[src/rtl/jk_cmd_sequencer.sv]
// -----------------------------------------------------------------------------
// jk_cmd_sequencer
//
// Queues JK drive commands in a small FIFO and plays them out, one after the
// other, onto the registered j/k outputs that feed a downstream JK flip-flop.
// Each command holds {j,k} = cmd_op for cmd_len+1 consecutive cycles. Commands
// run back-to-back with no idle cycle between them while the FIFO has work.
//
// Optional feature (macro JK_SEQ_MODEL_EN):
//   defined   - q_model predicts the downstream flop's q from the registered
//               j/k, and err latches any disagreement with q_fb until reset.
//   undefined - q_model and err are tied low and q_fb is ignored.
//
// Parameters
//   DEPTH  command FIFO depth in entries (power of two, 2..16)
//   CNT_W  width of the per-command repeat length
//
// Ports
//   clk        rising-edge clock
//   reset      asynchronous active-low reset
//   cmd_valid  upstream offers a command
//   cmd_ready  FIFO has room (count < DEPTH)
//   cmd_op     2-bit op: 00 hold, 01 clear, 10 set, 11 toggle ({j,k})
//   cmd_len    drive cycles minus one
//   flush      synchronous abort of queued and active commands
//   j, k       registered JK drive
//   busy       a command is being driven
//   done       high during the last drive cycle of a command
//   q_fb       q fed back from the downstream flop
//   q_model    predicted downstream q
//   err        sticky q_fb / q_model mismatch
// -----------------------------------------------------------------------------
module jk_cmd_sequencer #(
    parameter int DEPTH = 4,
    parameter int CNT_W = 4
) (
    input  logic             clk,
    input  logic             reset,
    input  logic             cmd_valid,
    output logic             cmd_ready,
    input  logic [1:0]       cmd_op,
    input  logic [CNT_W-1:0] cmd_len,
    input  logic             flush,
    output logic             j,
    output logic             k,
    output logic             busy,
    output logic             done,
    input  logic             q_fb,
    output logic             q_model,
    output logic             err
);

    localparam int AW = (DEPTH > 1) ? $clog2(DEPTH) : 1;
    localparam int CW = AW + 1;
    localparam int EW = CNT_W + 2;

    typedef enum logic {
        IDLE  = 1'b0,
        DRIVE = 1'b1
    } state_t;

    // Command storage: {op, len}
    logic [EW-1:0]    fifo_mem [DEPTH];
    logic [AW-1:0]    head;
    logic [AW-1:0]    tail;
    logic [CW-1:0]    count;

    state_t           state;
    state_t           state_nxt;
    logic             j_nxt;
    logic             k_nxt;
    logic [CNT_W-1:0] cnt;
    logic [CNT_W-1:0] cnt_nxt;

    logic             push;
    logic             pop;
    logic             fifo_empty;
    logic             last_cycle;
    logic [EW-1:0]    head_entry;
    logic [1:0]       head_op;
    logic [CNT_W-1:0] head_len;

    assign head_entry = fifo_mem[head];
    assign head_op    = head_entry[EW-1:CNT_W];
    assign head_len   = head_entry[CNT_W-1:0];

    assign cmd_ready  = (count < CW'(DEPTH));
    assign fifo_empty = (count == '0);
    assign last_cycle = (state == DRIVE) && (cnt == '0);

    // flush wins over any push offered on the same edge.
    assign push = cmd_valid && cmd_ready && !flush;
    // The head is consumed when idle, or on the final cycle of the active
    // command so the next one starts without a gap.
    assign pop  = !flush && !fifo_empty && ((state == IDLE) || last_cycle);

    assign busy = (state == DRIVE);
    assign done = last_cycle && !flush;

    // FIFO pointers and occupancy
    always_ff @(posedge clk or negedge reset) begin
        if (!reset) begin
            head  <= '0;
            tail  <= '0;
            count <= '0;
        end else if (flush) begin
            head  <= '0;
            tail  <= '0;
            count <= '0;
        end else begin
            // Pointers wrap naturally since DEPTH is a power of two.
            if (push) tail <= tail + 1'b1;
            if (pop)  head <= head + 1'b1;
            case ({push, pop})
                2'b10:   count <= count + 1'b1;
                2'b01:   count <= count - 1'b1;
                default: count <= count;
            endcase
        end
    end

    // Storage is pure data: no reset needed, occupancy says what is valid.
    always_ff @(posedge clk) begin
        if (push) fifo_mem[tail] <= {cmd_op, cmd_len};
    end

    // FSM state and drive registers
    always_ff @(posedge clk or negedge reset) begin
        if (!reset) begin
            state <= IDLE;
            j     <= 1'b0;
            k     <= 1'b0;
            cnt   <= '0;
        end else begin
            state <= state_nxt;
            j     <= j_nxt;
            k     <= k_nxt;
            cnt   <= cnt_nxt;
        end
    end

    always_comb begin
        state_nxt = state;
        j_nxt     = j;
        k_nxt     = k;
        cnt_nxt   = cnt;
        if (flush) begin
            state_nxt = IDLE;
            j_nxt     = 1'b0;
            k_nxt     = 1'b0;
            cnt_nxt   = '0;
        end else begin
            case (state)
                IDLE: begin
                    if (pop) begin
                        state_nxt      = DRIVE;
                        {j_nxt, k_nxt} = head_op;
                        cnt_nxt        = head_len;
                    end
                end
                DRIVE: begin
                    if (cnt != '0) begin
                        cnt_nxt = cnt - 1'b1;
                    end else if (pop) begin
                        {j_nxt, k_nxt} = head_op;
                        cnt_nxt        = head_len;
                    end else begin
                        state_nxt = IDLE;
                        j_nxt     = 1'b0;
                        k_nxt     = 1'b0;
                    end
                end
                default: begin
                    state_nxt = IDLE;
                    j_nxt     = 1'b0;
                    k_nxt     = 1'b0;
                    cnt_nxt   = '0;
                end
            endcase
        end
    end

`ifdef JK_SEQ_MODEL_EN
    function automatic logic jk_next(input logic q, input logic jj, input logic kk);
        case ({jj, kk})
            2'b00:   jk_next = q;
            2'b01:   jk_next = 1'b0;
            2'b10:   jk_next = 1'b1;
            default: jk_next = ~q;
        endcase
    endfunction

    // The downstream flop samples the same registered j/k on the same edge,
    // so comparing before the update lines both copies up cycle for cycle.
    always_ff @(posedge clk or negedge reset) begin
        if (!reset) begin
            q_model <= 1'b0;
            err     <= 1'b0;
        end else begin
            q_model <= jk_next(q_model, j, k);
            err     <= err | (q_fb != q_model);
        end
    end
`else
    logic unused_q_fb;
    assign unused_q_fb = q_fb;
    assign q_model     = 1'b0;
    assign err         = 1'b0;
`endif

endmodule
[config.mk]
export PLATFORM = sky130hd
export DESIGN_NAME = jk_cmd_sequencer
export DESIGN_NICKNAME = d
export VERILOG_FILES = /design/src/rtl/jk_cmd_sequencer.sv
export SDC_FILE = /design/constraint.sdc
export NUM_CORES = 1
export LEC_CHECK = 0
export CORE_UTILIZATION = 30
export CTS_BUF_LIST = sky130_fd_sc_hd__clkbuf_8 sky130_fd_sc_hd__clkbuf_16
export CTS_CLUSTER_DIAMETER = 120
export CTS_CLUSTER_SIZE = 30
export DETAILED_ROUTE_END_ITERATION = 12
export SYNTH_ARGS = -nofsm -noshare
export SYNTH_HDL_FRONTEND = slang
export SYNTH_SLANG_ARGS = --single-unit
[constraint.sdc]
create_clock -name clk -period 3 [get_ports clk]
set_input_delay 0.3 -clock clk [delete_from_list [all_inputs] [get_ports clk]]
set_output_delay 0.3 -clock clk [all_outputs]
set_load 0.01 [all_outputs]
## After elaboration in Yosys (flattened, before gate mapping)

Memories as Yosys holds them, arrays and structs flattened.
Index checks and enable logic that the tools add are counted.

| cells by class | value |
|---|---|
| reduce and logical (&&, ||, !) cells | 16 |
| $lt $le $gt $ge | 1 |
| add/subtract/negate cells | 5 |
| bitwise gates (word level) | 1 |
| multiplexer cells | 26 |
| eq/ne operators | 4 |

Operators with widths:

| operator | number |
|---|---|
| $mux 1 | 13 |
| $mux 4 | 3 |
| $mux 2 | 4 |
| $pmux 4 s2 | 1 |
| $logic_and 1x1->1 | 6 |
| $ne 3x3->1 const B | 2 |
| $pmux 1 s2 | 3 |
| $pmux 3 s2 | 1 |
| $add 2x1->2 const B | 2 |
| $logic_not 4->1 | 1 |
| $reduce_bool 2->1 | 2 |
| $reduce_bool 4->1 | 1 |
| $sub 4x1->4 const B | 1 |
| $add 3x1->3 const B | 1 |
| $logic_not 3->1 | 1 |
| $lt 3x3->1 const B | 1 |
| $mux 3 | 1 |
| $reduce_bool 3->1 | 1 |
| $sub 3x1->3 const B | 1 |
| $eq 2x1->1 const B | 1 |
| $eq 2x2->1 const B | 1 |
| $logic_not 1->1 | 2 |
| $reduce_and 2->1 | 1 |
| $logic_or 1x1->1 | 1 |
| $not 1->1 | 1 |

| storage, ports and cells | value |
|---|---|
| logic and storage cells | 61 |
| bits of input ports | 11 |
| output and inout bits | 7 |
| memories kept | 1 |
| register bits | 14 |
| RAM bits | 24 |

Memories:

| name | words | bits a word | read ports | clocked after memory_dff | wr ports | line | text |
|---|---|---|---|---|---|---|---|
| fifo_mem | 4 | 6 | 1 | 0 | 1 | 63 | `logic [EW-1:0] fifo_mem [DEPTH];` |

## Longest topological paths before layout

Gate-level depths: netlist of run 1.

| logic depth | value |
|---|---|
| depth in word-level cells | 8 |
| mapped depth | 10 |
| gate-level depth less buffers | 9 |

## Worst setup path after synthesis of run 1

No wires, ideal clock.

| timing path | value |
|---|---|
| kind | register to register |
| from | register cnt[0] |
| to | register count[1] |
| clock period less this slack | 2.348 ns |
| cell stages (with the launch flop) | 11 |
| path buffers | 1 |
| required time | 2.884 ns |
| arrival | 2.232 ns |
| slack | 0.652 ns |
| setup time | 0.116 ns |
| cells stage by stage | dfrtp_1 > inv_1 > ha_1 > or3b_1 > buf_6 > a21oi_4 > and3b_1 > fa_1 > a31oi_1 > o22a_1 > nor2_1 |

| between the ends | value |
|---|---|
| longest elaborated chain between the ends | 7 |
| elaborated cells on any way between the ends | 9 |
| classes of those cells | eq/ne: 2; mux: 2; reduce/logical: 5 |

Ends and longest elaborated chain:

| what | line | text |
|---|---|---|
| start: declaration | 72 | `logic [CNT_W-1:0] cnt;` |
| start signal: assignment | 138 | `cnt <= cnt_nxt;` |
| $logic_not 4->1 (*) | 89 | `assign last_cycle = (state == DRIVE) && (cnt == '0);` |
| $logic_and 1x1->1 (*) | 89 |  |
| $logic_or 1x1->1 (*) | 95 | `assign pop = !flush && !fifo_empty && ((state == IDLE) \|\| last_cycle);` |
| $logic_and 1x1->1 (*) | 95 |  |
| $eq 2x1->1 / $eq 2x2->1 (equally long branches) | 114 | `case ({push, pop})` |
| $pmux 3 s2 | 114 |  |
| $mux 3 | 106 | `end else if (flush) begin` |
| end signal: assignment | 115 | `2'b10: count <= count + 1'b1;` |
| end signal: assignment | 116 | `2'b01: count <= count - 1'b1;` |
| end signal: assignment | 117 | `default: count <= count;` |
| end: declaration | 66 | `logic [CW-1:0] count;` |

Mark *: on every way between the ends. The rest lies on a longest branch, timed or not.
A chain may end at the register's enable or synchronous reset.

## Worst setup path after layout of run 1

Same ends and word-level chain as after synthesis.

==> out/summary.md, run 1 <==
The count of buffers added on input and output ports is 14. Relative to the synthesized area, the layout overhead comes to 13.7%. The fraction of power spent switching nets was 0.349; the count of maximum capacitance violations was 0. The repair_antennas step left the layout with diodes totalling 0.

The first global-routing pass estimated 5.46 mm of wire. The worst-case IR drop observed on VDD is 0.300 mV. For the worst clock skew, the log shows 0.00650 ns.

The count of final hold-check violations came out at 0. In the final routed layout, each cell accounts on average for 15.1 um. The number of buffers inserted by post-CTS setup repair is 0. The flow ran to the end, and the final reports show no timing, DRC or antenna violations. The run gives 0.755 nW as the cell leakage power.

The number of hold buffers added after cts came out at 0. The worst-case headroom to the max-slew limit was 0.541; the area of the die was 6440 um^2. The run gives 0 as the number of design rule violations left after detail routing. The count of different cell masters after synthesis is 38. The most common flop cell mapped by yosys was sky130_fd_sc_hd__edfxtp_1. The total number of clock tree sinks was 38. Of all cell types, the one taking the most synthesized area is sky130_fd_sc_hd__edfxtp_1. The standard-cell row count came out at 28.

For the worst-case setup slack after placement, the log shows 0.427 ns. For the count of final max-slew check failures, the log shows 0. Using the TritonRoute via totals, the vias-per-cell ratio works out to 4.73.

Buffers inserted during clock tree synthesis total 5. The clock latency on the worst-skew pair is 0.29 ns, and the share of the synthesized area in the top cell type is 0.392. The sequential cells in the finished layout cover a total of 1070 um^2. The run gives 632 um^2 as the multi-input logic area.

Kind of start point of the critical path: a flip-flop. The tools report the layout net count as 160. The overall fraction of global-route tracks in use came out at 0.116. The tree is rooted in a sky130_fd_sc_hd__clkbuf_8.

The worst hold path belongs to the class in2async. In this run the cell area of the synthesized design comes to 1840 um^2. The critical path is of the reg2reg type. The filler cells instantiated in the layout total 540. Number of instances resized during post-cts repair: 0. The run gives 0 as the number of warning messages in the yosys log. The tools report the number of antenna violations at the first check in global routing as 0. Entering global routing, the biggest net connects 15 pins.

The portion of the post-synthesis area used by sequential elements was 0.583; the iteration-0 DRC count of the detailed router was 59. The starting density of the core was 0.310; the via count was 1,036. The period utilization is 0.861. The number of synthesized flops with an enable pin is 24. The cell count after synthesis is 130, and the power density over the cells is 918 nW/um^2. Once detail routing completed, the nets flagged for antenna violations numbered 0. The tools report the number of global-route vias before repair as 1,124. Average size of a mapped cell: 14.1 um^2. The run gives 0 as the leftover overflow at the end of global routing.

Along the worst path, the maximum fanout reaches 8. TritonCTS built the clock tree. The tools report the part of the total power dissipated in combinational logic as 0.372. Number of buffers on the longest clock path: 2. Measured along the x axis, the die boundary spans 80.2 um. Synthesis inferred 38 register bits. The cell area after placement is 1970 um^2. The post-CTS clock slew at the launch and capture registers of the worst setup and hold paths was 0.08 ns; the top achievable clock speed was 387 MHz. Share of layout cells above drive strength 1: 0.139. Summed over all nets, the switching power comes to 0.669 mW. The tools report the weighted congestion at the end of routability-driven global placement as 0.697. 18 I/O pins were placed.

The floorplan step defined a core boundary enclosing 5920 um^2. The die boundary height works out to 80.2 um. Setup repair after global routing left no endpoint under its margin.

Summed over all layers, the routed wires come to 3.31 mm. Proportion of register bits with asynchronous set or reset after synthesis: 0.368. At the pin with the least slew margin, the transition time is 0.687 ns. The proportion of power drawn by the clock network came out at 0.225. STA classifies the critical path endpoint as a flip-flop. Setup violations remaining at the end of the flow were counted as 0. Yosys attributes the largest share of cell area to sky130_fd_sc_hd__edfxtp_1, sky130_fd_sc_hd__dfrtp_1, sky130_fd_sc_hd__mux4_2. The part of the total power dissipated in sequential elements was 0.403. Data arrives at the worst endpoint at 2.76 ns.

Final design area excluding fillers: 2090 um^2. For this run, the detailed router's first-pass iteration total came to 4. The run gives 2 as the number of H-tree levels.

The clock period minus worst slack was 2.58 ns. Internal power comes to 1.25 mW. At the worst endpoint, the required time is 3.17 ns. The worst path meets setup with 0.416 ns of slack. Detailed placement finished with a half-perimeter wire length of 2.36 mm.

Adding up every negative setup slack in the final design gives 0 ns.
==> flip-flops by register name, indices dropped and copies added, names as in the netlist <==
signal,count
busy,1
j,1
k,1
tail,2
count,3
head,2
fifo_mem,24
cnt,4
==> critical path, cell delays in order, from the launching register on <==
cell and delay, ns:
sky130_fd_sc_hd__dfrtp_1 0.42, sky130_fd_sc_hd__inv_1 0.07, sky130_fd_sc_hd__ha_1 0.17, sky130_fd_sc_hd__or3b_1 0.49
sky130_fd_sc_hd__a21oi_4 0.33, sky130_fd_sc_hd__and3b_1 0.23, sky130_fd_sc_hd__fa_1 0.43, sky130_fd_sc_hd__a31oi_1 0.15
sky130_fd_sc_hd__o22a_1 0.14, sky130_fd_sc_hd__nor2_1 0.03
==> logic make-up (layout without fill, tap and decap cells) <==
kind of cell,Yosys count,after routing,synth area share
simple gates,31,31,0.0933
mux,9,9,0.0899
fa+ha+maj,6,6,0.0450
compound gates,22,22,0.0831
flops,38,38,0.583
xor+xnor,6,6,0.0286
other cells,1,2,0.00204
buf+inv,17,30,0.0749
==> synth_stat cells, drive strengths merged (2+ instances only) <==
cell type and count:
edfxtp 24, dfrtp 14, a21oi 10, nor2 10
buf 6, inv 6, mux4 6, xnor2 6
and2 5, clkbuf 5, ha 5, nand2 4
o21ai 4, mux2i 3, nor3b 3, a221oi 2
a31oi 2, and3b 2, nor3 2
==> final cells by class <==
class,count,area share
flip-flops and latches,38,0.513
multi-input cells,76,0.303
repair buffers,16,0.0743
well taps,75,0.0449
clock buffers,5,0.0330
clock inverters,3,0.0216
inverters,6,0.0108
==> metrics by stage <==
stage                util  std cells  total power [mW]  hold slack [ns]
finish              0.353        219              1.92            0.423
global route        0.353        219              2.05            0.477
CTS                 0.353        219              1.94            0.444
detailed placement  0.333        211              1.50            0.548
global placement    0.333        211              1.46            0.549
floorplan               -        131              1.36          0.00441
==> power groups by stage <==
stage          Clock [mW]  Combinational [mW]  Sequential (mW)
2_1_floorplan           0               0.627            0.728
3_3_place_gp            0               0.683            0.776
3_5_place_dp            0               0.710            0.787
4_1_cts             0.443               0.716            0.777
5_1_grt             0.460               0.793            0.793
6_report            0.431               0.713            0.774
==> worst paths after layout <==
| kind | startpoint | endpoint | slack (ns) | cells past startpoint |
|---|---|---|---|---|
| max in group asynchronous | reset | tail[1] | 2.14 | 1 |
| min in group clk | cnt[3] | cnt[3] | 0.56 | 2 |
| min | reset | head[1] | 0.42 | 1 |
| max | cnt[0] | count[1] | 0.42 | 9 |
| min reg2reg | cnt[3] | cnt[3] | 0.56 | 2 |
| max reg2reg | cnt[0] | count[1] | 0.42 | 9 |
==> cells in the final DEF (no fill, tap or decap), types with 4 or more instances in the layout <==
cell type                         netlist  final
sky130_fd_sc_hd__inv_1                  6      6
sky130_fd_sc_hd__clkbuf_8               2      5
sky130_fd_sc_hd__o21ai_0                4      4
sky130_fd_sc_hd__and2_1                 4      4
sky130_fd_sc_hd__clkdlybuf4s50_1        0     14
sky130_fd_sc_hd__xnor2_1                6      6
sky130_fd_sc_hd__ha_1                   5      5
sky130_fd_sc_hd__nand2_1                4      4
sky130_fd_sc_hd__nor2_1                10     10
sky130_fd_sc_hd__a21oi_1                9      9
sky130_fd_sc_hd__dfrtp_1               14     14
sky130_fd_sc_hd__edfxtp_1              24     24
sky130_fd_sc_hd__mux4_2                 6      6
==> per-layer routing <==
layer / vias to the layer above / track usage / part of all wire
li1: 490 / - / -
met1: 526 / 0.127 / 0.42
met2: 16 / 0.214 / 0.54
met3: 4 / 0.0330 / 0.029
met4: 0 / 0.0393 / 0.012
met5: - / 0 / 0
Power figures use the tool's default switching activity.
==> run 2, diff against run 1 <==
--- a/config.mk
+++ b/config.mk
@@ -5,6 +5,7 @@
 export SDC_FILE = /design/constraint.sdc
 export NUM_CORES = 1
 export LEC_CHECK = 0
+export CORE_MARGIN = 2
 export CORE_UTILIZATION = 30
 export CTS_BUF_LIST = sky130_fd_sc_hd__clkbuf_8 sky130_fd_sc_hd__clkbuf_16
 export CTS_CLUSTER_DIAMETER = 120
==> run 2 against run 1 <==
Critical endpoint is now done; sequential power hardly changed; clock-buffer cell count stayed put; cell area decreased by 1.6%; hold slack about the same; die area grew 5.0%; register-to-register slack worse by 0.05 ns; routed wire length is 0.48% lower; largest power group unchanged; final cell count did not move; sequential share of layout area up 0.81 points.
==> out/summary.md, run 2 (synthesis results as in run 1) <==
At the pin with the least slew margin, the transition time is 0.692 ns. For the layout net count, the log shows 160. Counting buffers and inverters, the worst setup path is 5 cells deep. For the number of instances resized during post-cts repair, the log shows 0. The register with the most flip-flops in the layout has 24 of them. The first-pass GRT wire length came out at 5.32 mm.

Setup repair after global routing left no endpoint under its margin. The leftover overflow at the end of global routing was 0. After detailed routing, the average wire length per cell comes to 15.0 um. The period utilization came out at 0.883. The tools report the pin count of the biggest net entering global routing as 15. The tools report the origin of the worst setup path as cnt[0]. The overall fraction of global-route tracks in use is 0.107, and the highest ir drop seen on vdd is 0.376 mV. The part of the total power dissipated in sequential elements is 0.424. The count of maximum capacitance violations came out at 0.

For the worst setup path, the data arrival time is 2.35 ns. Buffers placed on the I/O ports in this run total 14. The count of final max-slew check failures is 0, and the clock latency on the worst-skew pair is 0.29 ns. The run gives 1,058 as the via count.

Among all stages on the critical path, the largest delay is contributed by sky130_fd_sc_hd__clkdlybuf4s50_1. The run gives 0.751 nW as the cell leakage power. Across the whole layout, storage elements account for 1070 um^2. fifo_mem holds more flip-flops than any other register. The run gives 1,135 as the number of global-route vias before repair.

After clock tree synthesis, the setup repair step added 0 buffers. Together, buffers and inverters on the worst path number 2. The floorplan step defined a die boundary enclosing 6760 um^2.

The flow ran to the end, and the final reports show no timing, DRC or antenna violations. Along the worst path, the maximum fanout reaches 7. Internal power comes to 1.16 mW. The longest individual stage delay on the worst path works out to 0.59 ns.

Row generation in the floorplan step produced 28 rows. Leaving out filler cells and counting taps, the final layout contains 219. The cell family contributing the most delay on the critical path is simple AND/OR/NAND/NOR gates.

STA classifies the critical path endpoint as an output pin. The first detailed-routing pass ran for 4 iterations. TritonCTS built the clock tree.

Power density over the cells: 885 nW/um^2. Setup violations remaining at the end of the flow were counted as 0. The count of nets left with antenna violations once routing finished came out at 0. In this run, CTS created clock tree buffers numbering 5. The proportion of power drawn by the clock network came out at 0.181. Summed over all nets, the half-perimeter wirelength after detailed placement is 2.34 mm. The die boundary height was 82.2 um. In this run the critical register-to-register path is captured at count[1]. The fraction of power spent switching nets works out to 0.362. The logic depth of the worst register-to-register path is 9, and the multi-input logic area is 632 um^2. The tools report the number of placed cells counting well taps as 211.

The number of H-tree levels came out at 2. The largest registers in the layout are fifo_mem: 24 flops, cnt: 4 flops, count: 3 flops. The worst hold path belongs to the class in2async.

The tools report the number of hold buffers added after cts as 0. Walking the worst path, the cells encountered are inv_1, ha_1, or3b_1, nor3b_1, clkdlybuf4s50_1. Derived from the worst setup path, the maximum achievable clock frequency is 378 MHz.

The setup check on the worst reg-to-reg path leaves a slack of 0.37 ns. The root buffer cell is sky130_fd_sc_hd__clkbuf_8. The run gives 0 as the count of final hold-check violations. The longest clock path from root to sink contains 2 buffers. After detailed routing, the number of remaining DRC violations is 0. The die width works out to 82.2 um. During I/O placement, the number of pins put on the boundary was 18. Routability-driven placement finished with a final weighted congestion of 0.710. The start of the worst register-to-register path was cnt[0].

The starting density of the core came out at 0.310. The share of layout cells above drive strength 1 is 0.125. Clock-pin slew was measured on the worst setup and hold paths at 0.08 ns. The tools report the required arrival time at the worst endpoint as 2.70 ns. The run gives 0 as the number of diodes added for antenna fixing. The tools report the kind of start point of the critical path as a flip-flop. The path type of the worst setup path is reg2out.

In the layout the commonest cells are sky130_fd_sc_hd__edfxtp_1, sky130_fd_sc_hd__dfrtp_1, sky130_fd_sc_hd__clkdlybuf4s50_1. Using the TritonRoute via totals, the vias-per-cell ratio works out to 4.83. The number of antenna violations at the first check in global routing is 0. The logs give 3.29 mm for the final wirelength and 569 for the number of filler cells placed in the layout. The tools report the setup total negative slack as 0 ns. Leaving out fill and tap cells, the most frequent cell in the layout is sky130_fd_sc_hd__edfxtp_1. The logs give 0.395 for the part of the total power dissipated in combinational logic and 0.537 for the worst-case headroom to the max-slew limit. The relative area change from synthesis to final layout is 11.9%.

The tools report the end point of the critical path as done. The tools report the core area as 5920 um^2. The logs give 52 for the iteration-0 DRC count of the detailed router and 38 for the total number of clock tree sinks.

The worst clock skew came out at 0.0102 ns. In this run the power spent charging and discharging nets is 0.658 mW. The worst path needs 2.65 ns of the cycle, external delays included.
run 2: cell types whose count changed in the layout (fill, tap and decap cells not counted):
| cell | change |
|---|---|
| sky130_fd_sc_hd__clkinv_1 | +1 |
| sky130_fd_sc_hd__clkinvlp_4 | -2 |
| sky130_fd_sc_hd__clkinv_2 | +1 |
| sky130_fd_sc_hd__inv_1 | +1 |
| sky130_fd_sc_hd__bufinv_16 | -1 |
run 2: layout make-up:
cell class,count,share of cell area
clock inverter,3,0.00609
clock buffer,5,0.0335
inverter,6,0.0110
sequential,38,0.521
timing repair buffer,16,0.0755
tap,75,0.0456
multi-input combinational,76,0.307
run 2: worst reg2reg max path, cell delays in order, from the launching register on:
cell,delay (ns)
sky130_fd_sc_hd__dfrtp_1,0.42
sky130_fd_sc_hd__inv_1,0.07
sky130_fd_sc_hd__ha_1,0.17
sky130_fd_sc_hd__or3b_1,0.51
sky130_fd_sc_hd__a21oi_4,0.35
sky130_fd_sc_hd__and3b_1,0.23
sky130_fd_sc_hd__fa_1,0.45
sky130_fd_sc_hd__mux2i_1,0.15
sky130_fd_sc_hd__o22a_1,0.15
sky130_fd_sc_hd__nor2_1,0.03
run 2: metrics by stage:
stage / power [mW] / utilization / worst slack, ns / instance area, um^2 / hold slack (ns)
2_1_floorplan: 1.36 / - / 0.652 / 1840 / 0.00441
3_3_place_gp: 1.46 / 0.333 / 0.489 / 1970 / 0.554
3_5_place_dp: 1.51 / 0.333 / 0.388 / 1970 / 0.578
4_1_cts: 1.83 / 0.347 / 0.308 / 2060 / 0.436
5_1_grt: 1.94 / 0.347 / 0.219 / 2060 / 0.466
6_report: 1.82 / 0.347 / 0.351 / 2060 / 0.423
run 2: power by group through the flow:
| stage | registers, mW | logic [mW] | clock network (mW) |
|---|---|---|---|
| after floorplan | 0.728 | 0.627 | 0 |
| after global placement | 0.777 | 0.688 | 0 |
| after detailed placement | 0.784 | 0.723 | 0 |
| after CTS | 0.773 | 0.724 | 0.336 |
| after global routing | 0.788 | 0.798 | 0.356 |
| final | 0.771 | 0.719 | 0.329 |
run 2: worst min-delay path by stage:
stage	to	cells past startpoint	start	slack, ns
after CTS	count[2]	1	reset	0.44
after detailed placement	cnt[3]	2	cnt[3]	0.58
final	count[0]	1	reset	0.42
after global routing	count[0]	1	reset	0.47
after floorplan	busy	0	reset	0.004
after global placement	cnt[3]	2	cnt[3]	0.55
run 2: layer usage:
metal,part of all wire,global-route usage,up-vias
met2,0.53,0.187,19
met3,0.036,0.0315,9
li1,-,-,489
met4,0.017,0.0450,0
met1,0.41,0.122,541
met5,0,0,-
==> run 3, diff against run 2 <==
--- a/config.mk
+++ b/config.mk
@@ -11,6 +11,7 @@
 export CTS_CLUSTER_DIAMETER = 120
 export CTS_CLUSTER_SIZE = 30
 export DETAILED_ROUTE_END_ITERATION = 12
+export DONT_BUFFER_PORTS = 1
 export SYNTH_ARGS = -nofsm -noshare
 export SYNTH_HDL_FRONTEND = slang
 export SYNTH_SLANG_ARGS = --single-unit
==> run 3 against run 2 <==
Register-to-register slack barely moved; hold slack got worse by 0.36 ns; utilization decreased by 1.5 points; sequential share of layout area increased by 2.3 points; largest cell class unchanged; non-clock buffer count decreased by 14; via count decreased by 6.8%; die area unchanged; largest power group unchanged; final cell count fell by 6.4%; critical path depth up 4.
==> out/summary.md, run 3 (synthesis results as in run 1) <==
Row generation in the floorplan step produced 28 rows. In this run the clock root is driven by a sky130_fd_sc_hd__clkbuf_8. The first global-routing pass estimated 5.22 mm of wire. After floorplanning, the core was sized to cover 5920 um^2. After detailed routing, the number of remaining DRC violations is 0.

The period utilization was 0.881; the arrival time of the worst setup path was 2.83 ns. The clock period minus worst slack came out at 2.64 ns. After detailed routing, the number of vias per cell comes to 4.81. The worst setup path is captured at a flip-flop. The iteration-0 DRC count of the detailed router was 48; the number of global-route vias before repair was 1,069. On the final layout, the worst clock skew is 0.00505 ns. The logic depth of the worst register-to-register path is 9. The path type of the worst setup path was reg2reg. TritonCTS built the clock tree. Once detailed placement completed, the half-perimeter wirelength came to 2.20 mm. For the count of non-filler cells in the finished layout, the log shows 205. The number of endpoints failing setup at the final stage is 0, and the worst reg-to-reg setup slack is 0.36 ns. The library cell used most frequently in the layout, excluding fill and tap cells, is sky130_fd_sc_hd__edfxtp_1. The share of layout cells above drive strength 1 came out at 0.138. The capture instance of the worst register-to-register path is count[1]. At the end of the flow, the number of nets in the layout was 146. The logs give 0 for the number of nets with antenna violations after detailed routing and 196 for the number of placed cells counting well taps. The run finished with clean final reports.

Dividing the detail-routed wire length by the instance count gives 15.7 um. After clock tree synthesis, the clock-pin slew on the worst setup and hold paths is 0.07 ns. Via count: 986. The total number of clock tree sinks was 38. The number of antenna violations at the first check in global routing is 0.

The number of diodes added for antenna fixing was 0. The largest registers in the layout are fifo_mem: 24 flops, cnt: 4 flops, count: 3 flops. 18 I/O pins were placed.

The area of the die is 6760 um^2, and the relative area change from synthesis to final layout is 7.22%. The routed design has 3.21 mm of wire. The end point of the critical path was count[1]. The number of H-tree levels was 2; the overall fraction of global-route tracks in use was 0.107.

Starting density of the core: 0.310. In this run the worst hold path is classified as in2reg. From bottom edge to top edge, the die measures 82.2 um. The count of final max-slew check failures was 0. Setup repair after global routing left no endpoint under its margin. The die width is 82.2 um, and the power density over the cells is 983 nW/um^2. Number of clock buffers inserted by TritonCTS: 5. The number of setup buffers added after CTS is 0. In this run the static leakage power is 0.716 nW.

The run gives 0 as the count of final hold-check violations. Largest register by flop count: fifo_mem. In this run the critical register-to-register path is launched from cnt[0]. The number of filler cells placed in the layout came out at 585.

STA classifies the critical path startpoint as a flip-flop. The pin count of the biggest net entering global routing was 18; the detailed-router iteration count before antenna repair was 4. For the worst-skew pair, the clock arrives at the later sink with an insertion delay of 0.29 ns.

The worst-case headroom to the max-slew limit came out at 0.544. Static timing analysis puts the maximum clock frequency at 379 MHz. Transition time at the pin with the least slew margin: 0.682 ns.

The required arrival time at the worst endpoint is 3.19 ns. The weighted congestion at the end of routability-driven global placement is 0.754. Summed over all layers, the global routing overflow is 0. The library cells used most frequently in the layout, excluding fill and tap cells, are sky130_fd_sc_hd__edfxtp_1, sky130_fd_sc_hd__dfrtp_1, sky130_fd_sc_hd__nor2_1. In this run the worst path has a maximum fanout of 8. Adding up every negative setup slack in the final design gives 0 ns. Quantity of I/O buffers inserted on ports: 0.

The worst-case IR drop observed on VDD is 0.396 mV. The logs give 0 for the count of maximum capacitance violations and 2 for the number of buffers on the longest clock path. The most critical setup path has its startpoint at cnt[0].

The register with the most flip-flops in the layout has 24 of them.
==> run 3: cell count changes in the layout (fill, tap and decap cells not counted) <==
cell,delta
sky130_fd_sc_hd__dlygate4sd3_1,+1
sky130_fd_sc_hd__bufinv_16,+2
sky130_fd_sc_hd__clkinv_2,-1
sky130_fd_sc_hd__buf_4,-1
sky130_fd_sc_hd__inv_1,-1
sky130_fd_sc_hd__clkdlybuf4s50_1,-14
==> run 3: routing by layer <==
layer | vias up | wire [um] | track usage
li1 | 465 | - | -
met1 | 499 | 1280 | 0.116
met2 | 15 | 1760 | 0.193
met3 | 7 | 117 | 0.0391
met4 | 0 | 51 | 0.0350
met5 | - | 0 | 0
==> run 3: area by class of cell <==
cell class / count / area [um^2] / area share
flip-flops and latches: 38 / 1070 / 0.544
inverters: 6 / 22.5 / 0.0114
multi-input cells: 76 / 632 / 0.321
repair buffers: 2 / 17.5 / 0.00889
well taps: 75 / 93.8 / 0.0476
clock buffers: 5 / 68.8 / 0.0349
clock inverters: 3 / 63.8 / 0.0324
==> run 3: how the worst min path moves through the flow <==
| stage | from | to | slack (ns) | cells after the start |
|---|---|---|---|---|
| 2_1_floorplan | reset | busy | 0.004 | 0 |
| 3_5_place_dp | reset | count[1] | 0.005 | 0 |
| 3_3_place_gp | reset | count[2] | 0.005 | 0 |
| 6_report | flush | cnt[1] | 0.07 | 1 |
| 4_1_cts | flush | cnt[1] | 0.05 | 1 |
| 5_1_grt | flush | cnt[0] | 0.05 | 1 |
==> run 3: what timing repair did <==
| item | CTS | global route |
|---|---|---|
| hold buffers | 1 | 0 |
| resized for setup | 0 | 0 |
| endpoints found under the hold margin | 14 | 0 |
==> run 3: metrics by stage <==
step           setup WS (ns)  cell area [um^2]  power (mW)  utilization  hold slack (ns)
6_report               0.358              1970        1.94        0.333           0.0667
5_1_grt                0.208              1970        2.06        0.333           0.0516
4_1_cts                0.347              1970        1.96        0.333           0.0547
3_5_place_dp           0.363              1830        1.44        0.309          0.00463
3_3_place_gp           0.483              1830        1.40        0.309          0.00472
2_1_floorplan          0.652              1840        1.36            -          0.00441
==> run 3: power breakdown <==
group	internal [mW]	switching, mW
Combinational	0.302	0.346
Sequential	0.652	0.131
Clock	0.329	0.177
Total	1.28	0.654
==> run 3: critical path: stages, from the launching register on <==
cell and delay [ns]:
sky130_fd_sc_hd__dfrtp_1 0.42, sky130_fd_sc_hd__inv_1 0.08, sky130_fd_sc_hd__ha_1 0.18, sky130_fd_sc_hd__or3b_1 0.51, sky130_fd_sc_hd__a21oi_4 0.34, sky130_fd_sc_hd__and3b_1 0.23
sky130_fd_sc_hd__fa_1 0.44, sky130_fd_sc_hd__a31oi_1 0.15, sky130_fd_sc_hd__o22a_1 0.15, sky130_fd_sc_hd__nor2_1 0.04
